==> config.mk <==
export PLATFORM = sky130hd
export DESIGN_NAME = sr_deser
export DESIGN_NICKNAME = d
export VERILOG_FILES = /design/src/rtl/sr_deser.sv
export SDC_FILE = /design/constraint.sdc
export NUM_CORES = 1
export LEC_CHECK = 0
export BUFFER_PORTS_ARGS = -buffer_cell sky130_fd_sc_hd__buf_2
export CORE_ASPECT_RATIO = 1.5
export CORE_UTILIZATION = 38
export DETAILED_ROUTE_END_ITERATION = 16
export HOLD_SLACK_MARGIN = 0.06
export MAX_ROUTING_LAYER = met4
export PLACE_DENSITY = 0.69
export SETUP_SLACK_MARGIN = 0.5
export SYNTH_ARGS = -nofsm -noshare
export SYNTH_HDL_FRONTEND = slang
export SYNTH_SLANG_ARGS = --single-unit
==> constraint.sdc <==
create_clock -name clk -period 5.25 [get_ports clk]
set_input_delay 0.525 -clock clk [delete_from_list [all_inputs] [get_ports clk]]
set_output_delay 0.525 -clock clk [all_outputs]
set_load 0.02 [all_outputs]
==> src/rtl/sr_deser.sv <==
// Serial-in, parallel-out frame receiver with start-bit framing, selectable bit order,
// a valid/ready output stage, and overrun / frame-restart pulses.
module sr_deser #(
  parameter int WIDTH = 8,
  localparam int CW = $clog2(WIDTH + 1)
) (
  input  logic             clk,
  input  logic             rst,
  input  logic             sin,
  input  logic             sin_valid,
  input  logic             sin_start,
  input  logic             lsb_first,
  output logic [WIDTH-1:0] dout,
  output logic             dout_valid,
  input  logic             dout_ready,
  output logic             busy,
  output logic [CW-1:0]    bit_cnt,
  output logic             overrun,
  output logic             frame_err
);

  typedef enum logic {IDLE, SHIFT} state_t;

  localparam logic [CW-1:0] LAST_CNT = CW'(WIDTH - 1);

  state_t           state;
  logic [WIDTH-1:0] sr;
  logic             order;
  logic [WIDTH-1:0] sr_shift;
  logic [WIDTH-1:0] sr_first;
  logic             out_free;

  // The start bit is shifted into a cleared register, which leaves it in the end bit
  // matching the order that is being latched.
  always_comb begin
    sr_shift = order ? {sin, sr[WIDTH-1:1]} : {sr[WIDTH-2:0], sin};
    sr_first = '0;
    if (lsb_first) sr_first[WIDTH-1] = sin;
    else           sr_first[0]       = sin;
    out_free = !dout_valid || dout_ready;
  end

  assign busy = (state == SHIFT);

  always_ff @(posedge clk or posedge rst) begin
    if (rst) begin
      state      <= IDLE;
      sr         <= '0;
      order      <= 1'b0;
      bit_cnt    <= '0;
      dout       <= '0;
      dout_valid <= 1'b0;
      overrun    <= 1'b0;
      frame_err  <= 1'b0;
    end else begin
      overrun   <= 1'b0;
      frame_err <= 1'b0;
      if (dout_valid && dout_ready) dout_valid <= 1'b0;

      if (sin_valid && sin_start) begin
        // A start always opens a new frame; when one was already open, that frame is lost.
        if (state == SHIFT) frame_err <= 1'b1;
        sr      <= sr_first;
        order   <= lsb_first;
        bit_cnt <= CW'(1);
        state   <= SHIFT;
      end else if (sin_valid && state == SHIFT) begin
        sr <= sr_shift;
        if (bit_cnt == LAST_CNT) begin
          state   <= IDLE;
          bit_cnt <= '0;
          if (out_free) begin
            dout       <= sr_shift;
            dout_valid <= 1'b1;
          end else begin
            overrun <= 1'b1;
          end
        end else begin
          bit_cnt <= bit_cnt + CW'(1);
        end
      end
    end
  end

endmodule

==> flow_metrics.tcl <==
set metrics [dict create \
    status "finished, final reports clean" \
    max_cap_violations 0 \
    dieArea_sq_mm 0.003234 \
    ant_nets 0 \
    netlist_area_sq_mm 0.001142 \
    cts.clk_slew.worst_paths_ps 90 \
    drt_iter0_drc 10 \
    rsz0062_at_grt "false" \
    postCtsSetupBuffers 0 \
    reg2reg_slack_ps 3350 \
    h-tree-depth 1 \
    ys_warn_count 0 \
    routabilityCongestion 0.7594 \
    synthMostInstantiatedCell "dfrtp_1" \
    r2r-start "bit_cnt[0]$_DFFE_PP0P_" \
    synth_nets 102 \
    grt_pass1_vias 819 \
    synth.largest_area_cell "dfrtp_1" \
    first_pass_iters 4 \
    syn_avg_cell_area_sq_um 12.15 \
    whs_ps 449.8 \
    crit_start "bit_cnt[0]$_DFFE_PP0P_" \
    grt_pass1_wl_microns 3636 \
    routed_via_density 5.143 \
    grtUsageTotal_pct 15.48 \
    cp_slowest_cell "nor4b_4" \
    async_flop_share_pct 100.0 \
    worstMarginPinSlew_ps 933.8 \
    dp.final_hpwl_microns 1550 \
    synth.yosys.seq_area_share_pct 54.76 \
    cts_tree "yes" \
    clkLatencyLatePin_ps 270 \
    relSlewSlack_pct 37.68 \
    fp.coreArea_sq_mm 0.002883 \
    post-route-period-util_pct 36.23 \
    cp_cell_sequence "ha_1 > nand4b_4 > nor4b_4 > mux2_2" \
    worstReg2RegEnd "dout[7]$_DFFE_PP0P_" \
    synth_edf_count 0 \
    row_count 24 \
    numPortBuffers 22 \
    crit_path_end_kind "flip-flop" \
    routed_wl_microns 2083 \
    synthesis.instances 94 \
    antenna_found_initial 0 \
    crit_path_end "dout[7]$_DFFE_PP0P_" \
    synthTopCellsByCount "25 x dfrtp_1, 12 x mux2_2, 9 x nand2_1, 8 x o21ai_0, 7 x a22o_1" \
    postLayoutCoreUtil_pct 45.83 \
    fin_nets 124 \
    max_stage_delay_ps 570 \
    crit_required_ps 5400 \
    drive_gt1_share_pct 34.78 \
    synthFlopType "dfrtp_1" \
    cts_sinks 25 \
    cts-resized-gates 0 \
    yosysUniqueCellTypes 24 \
    ctsHoldBuffers 0 \
    startpoint_type "flip-flop" \
    ios 23 \
    yosysTopAreaCellShare_pct 54.76 \
    power_mw 0.4275 \
    path_max_fanout 8 \
    grt_max_degree 26 \
    numCtsBuffers 3 \
    die_y_microns 69.15 \
    hold_violations 0 \
    ys_ff_latch 25 \
    max_freq_mhz 525.7 \
    min_period_ps 1902 \
    skew_ps 7.393 \
    diodes 0 \
    cts_buffer_depth 2 \
    arrival_ps 2060 \
    hp-class "primary input to async pin" \
    final_max_slew_viol_count 0 \
    fp.dieW_microns 46.77 \
    root_buffer "clkbuf_8" \
    finalSetupViolCount 0 \
    initial_utilization_pct 39.63 \
    powerDensity_mw_per_mm2 323.6 \
    r2r.worst_path.cells 4 \
    setup.worst_path.class "flip-flop to flip-flop" \
    syn2layout_area_growth_pct 15.66 \
    vias 792 \
    routedWlPerCell_microns 13.53 \
    fin_setup_tns_ps 0 \
    fillerInstances 294 \
    drc 0 \
    p_leak_nw 0.6773 \
    ys_top_cells_by_area "dfrtp_1 55%, mux2_2 12%, a22o_1 5.4%" \
    grt-ovfl-total 0 \
    vdd_ir_drop_max_mv 0.1710 \
]
## sequential cells by signal, summed over array words and instances (netlist names)
signal      flops
frame_err       1
bit_cnt         4
busy            1
sr              8
order           1
overrun         1
dout            8
dout_valid      1
## cell families (layout without fill, tap and decap cells)
| logic type | count (synthesis) | count (layout) | synth area share [%] |
|---|---|---|---|
| flops | 25 | 25 | 54.76 |
| fa+ha+maj | 1 | 1 | 1.095 |
| compound gates | 19 | 19 | 11.06 |
| buf+inv | 11 | 32 | 4.271 |
| mux | 16 | 16 | 15.33 |
| simple gates | 22 | 22 | 13.47 |
## worst min-delay path by stage
stage                   startpoint                   to  slack, ps  depth (start not counted)
6_report                       rst  dout[6]$_DFFE_PP0P_        450                          2
5_1_grt                  lsb_first    sr[0]$_DFFE_PP0P_        470                          2
4_1_cts                  lsb_first    sr[0]$_DFFE_PP0P_        470                          2
3_5_place_dp   dout[3]$_DFFE_PP0P_  dout[3]$_DFFE_PP0P_        490                          1
3_3_place_gp   dout[3]$_DFFE_PP0P_  dout[3]$_DFFE_PP0P_        490                          1
2_1_floorplan    sr[5]$_DFFE_PP0P_    sr[5]$_DFFE_PP0P_        470                          2
## cells in the final DEF (no fill, tap or decap)
cell type / n
clkinv_2: 1
inv_1: 6
nand4b_4: 1
o21ai_1: 1
nand3b_1: 1
nor4_1: 1
nand3_1: 2
mux2_2: 12
and3_1: 1
ha_1: 1
nand2_1: 9
a21oi_1: 1
nor4b_4: 1
clkbuf_8: 3
mux2i_1: 4
and4_1: 1
a22o_1: 7
or3_1: 1
buf_2: 22
dfrtp_1: 25
nand2b_1: 1
o21ai_0: 8
and3b_1: 2
a22oi_1: 2
nor2_1: 1
## critical path: cells and delay by family (launching register included)
family / cells / cell delay, ps
adder cells (fa/ha/maj): 1 / 280
multiplexers: 1 / 400
AND/OR/NAND/NOR: 2 / 710
flip-flops: 1 / 400
## layer usage
metal  GRT usage, %  vias up  part of all wire [%]
li1               -      378                     -
met1          19.66      394                    43
met2          23.61       15                    53
met3          2.618        5                   2.3
met4          6.667        0                   1.5
met5              -        -                     0
## stage by stage
step,instances,instance area [sq um],setup slack (ps)
3_5_place_dp,150,1275,3246
5_1_grt,154,1321,3243
4_1_cts,154,1321,3317
2_1_floorplan,94,1142,3424
6_report,154,1321,3348
3_3_place_gp,150,1275,3285
## where the power goes
part	internal, mW	switching, mW
sequential	0.212	0.0175
clock	0.0530	0.0603
combinational	0.0344	0.0504
## area by class of cell
type,count,area [sq um],share of cell area (%)
Tap cell,39,48.80,3.693
Clock inverter,1,5.005,0.3788
Sequential cell,25,625.6,47.35
Multi-Input combinational cell,58,467.9,35.42
Timing Repair Buffer,22,110.1,8.333
Clock buffer,3,41.29,3.125
Inverter,6,22.52,1.705
No activity file was read; power rests on OpenSTA's default activity.
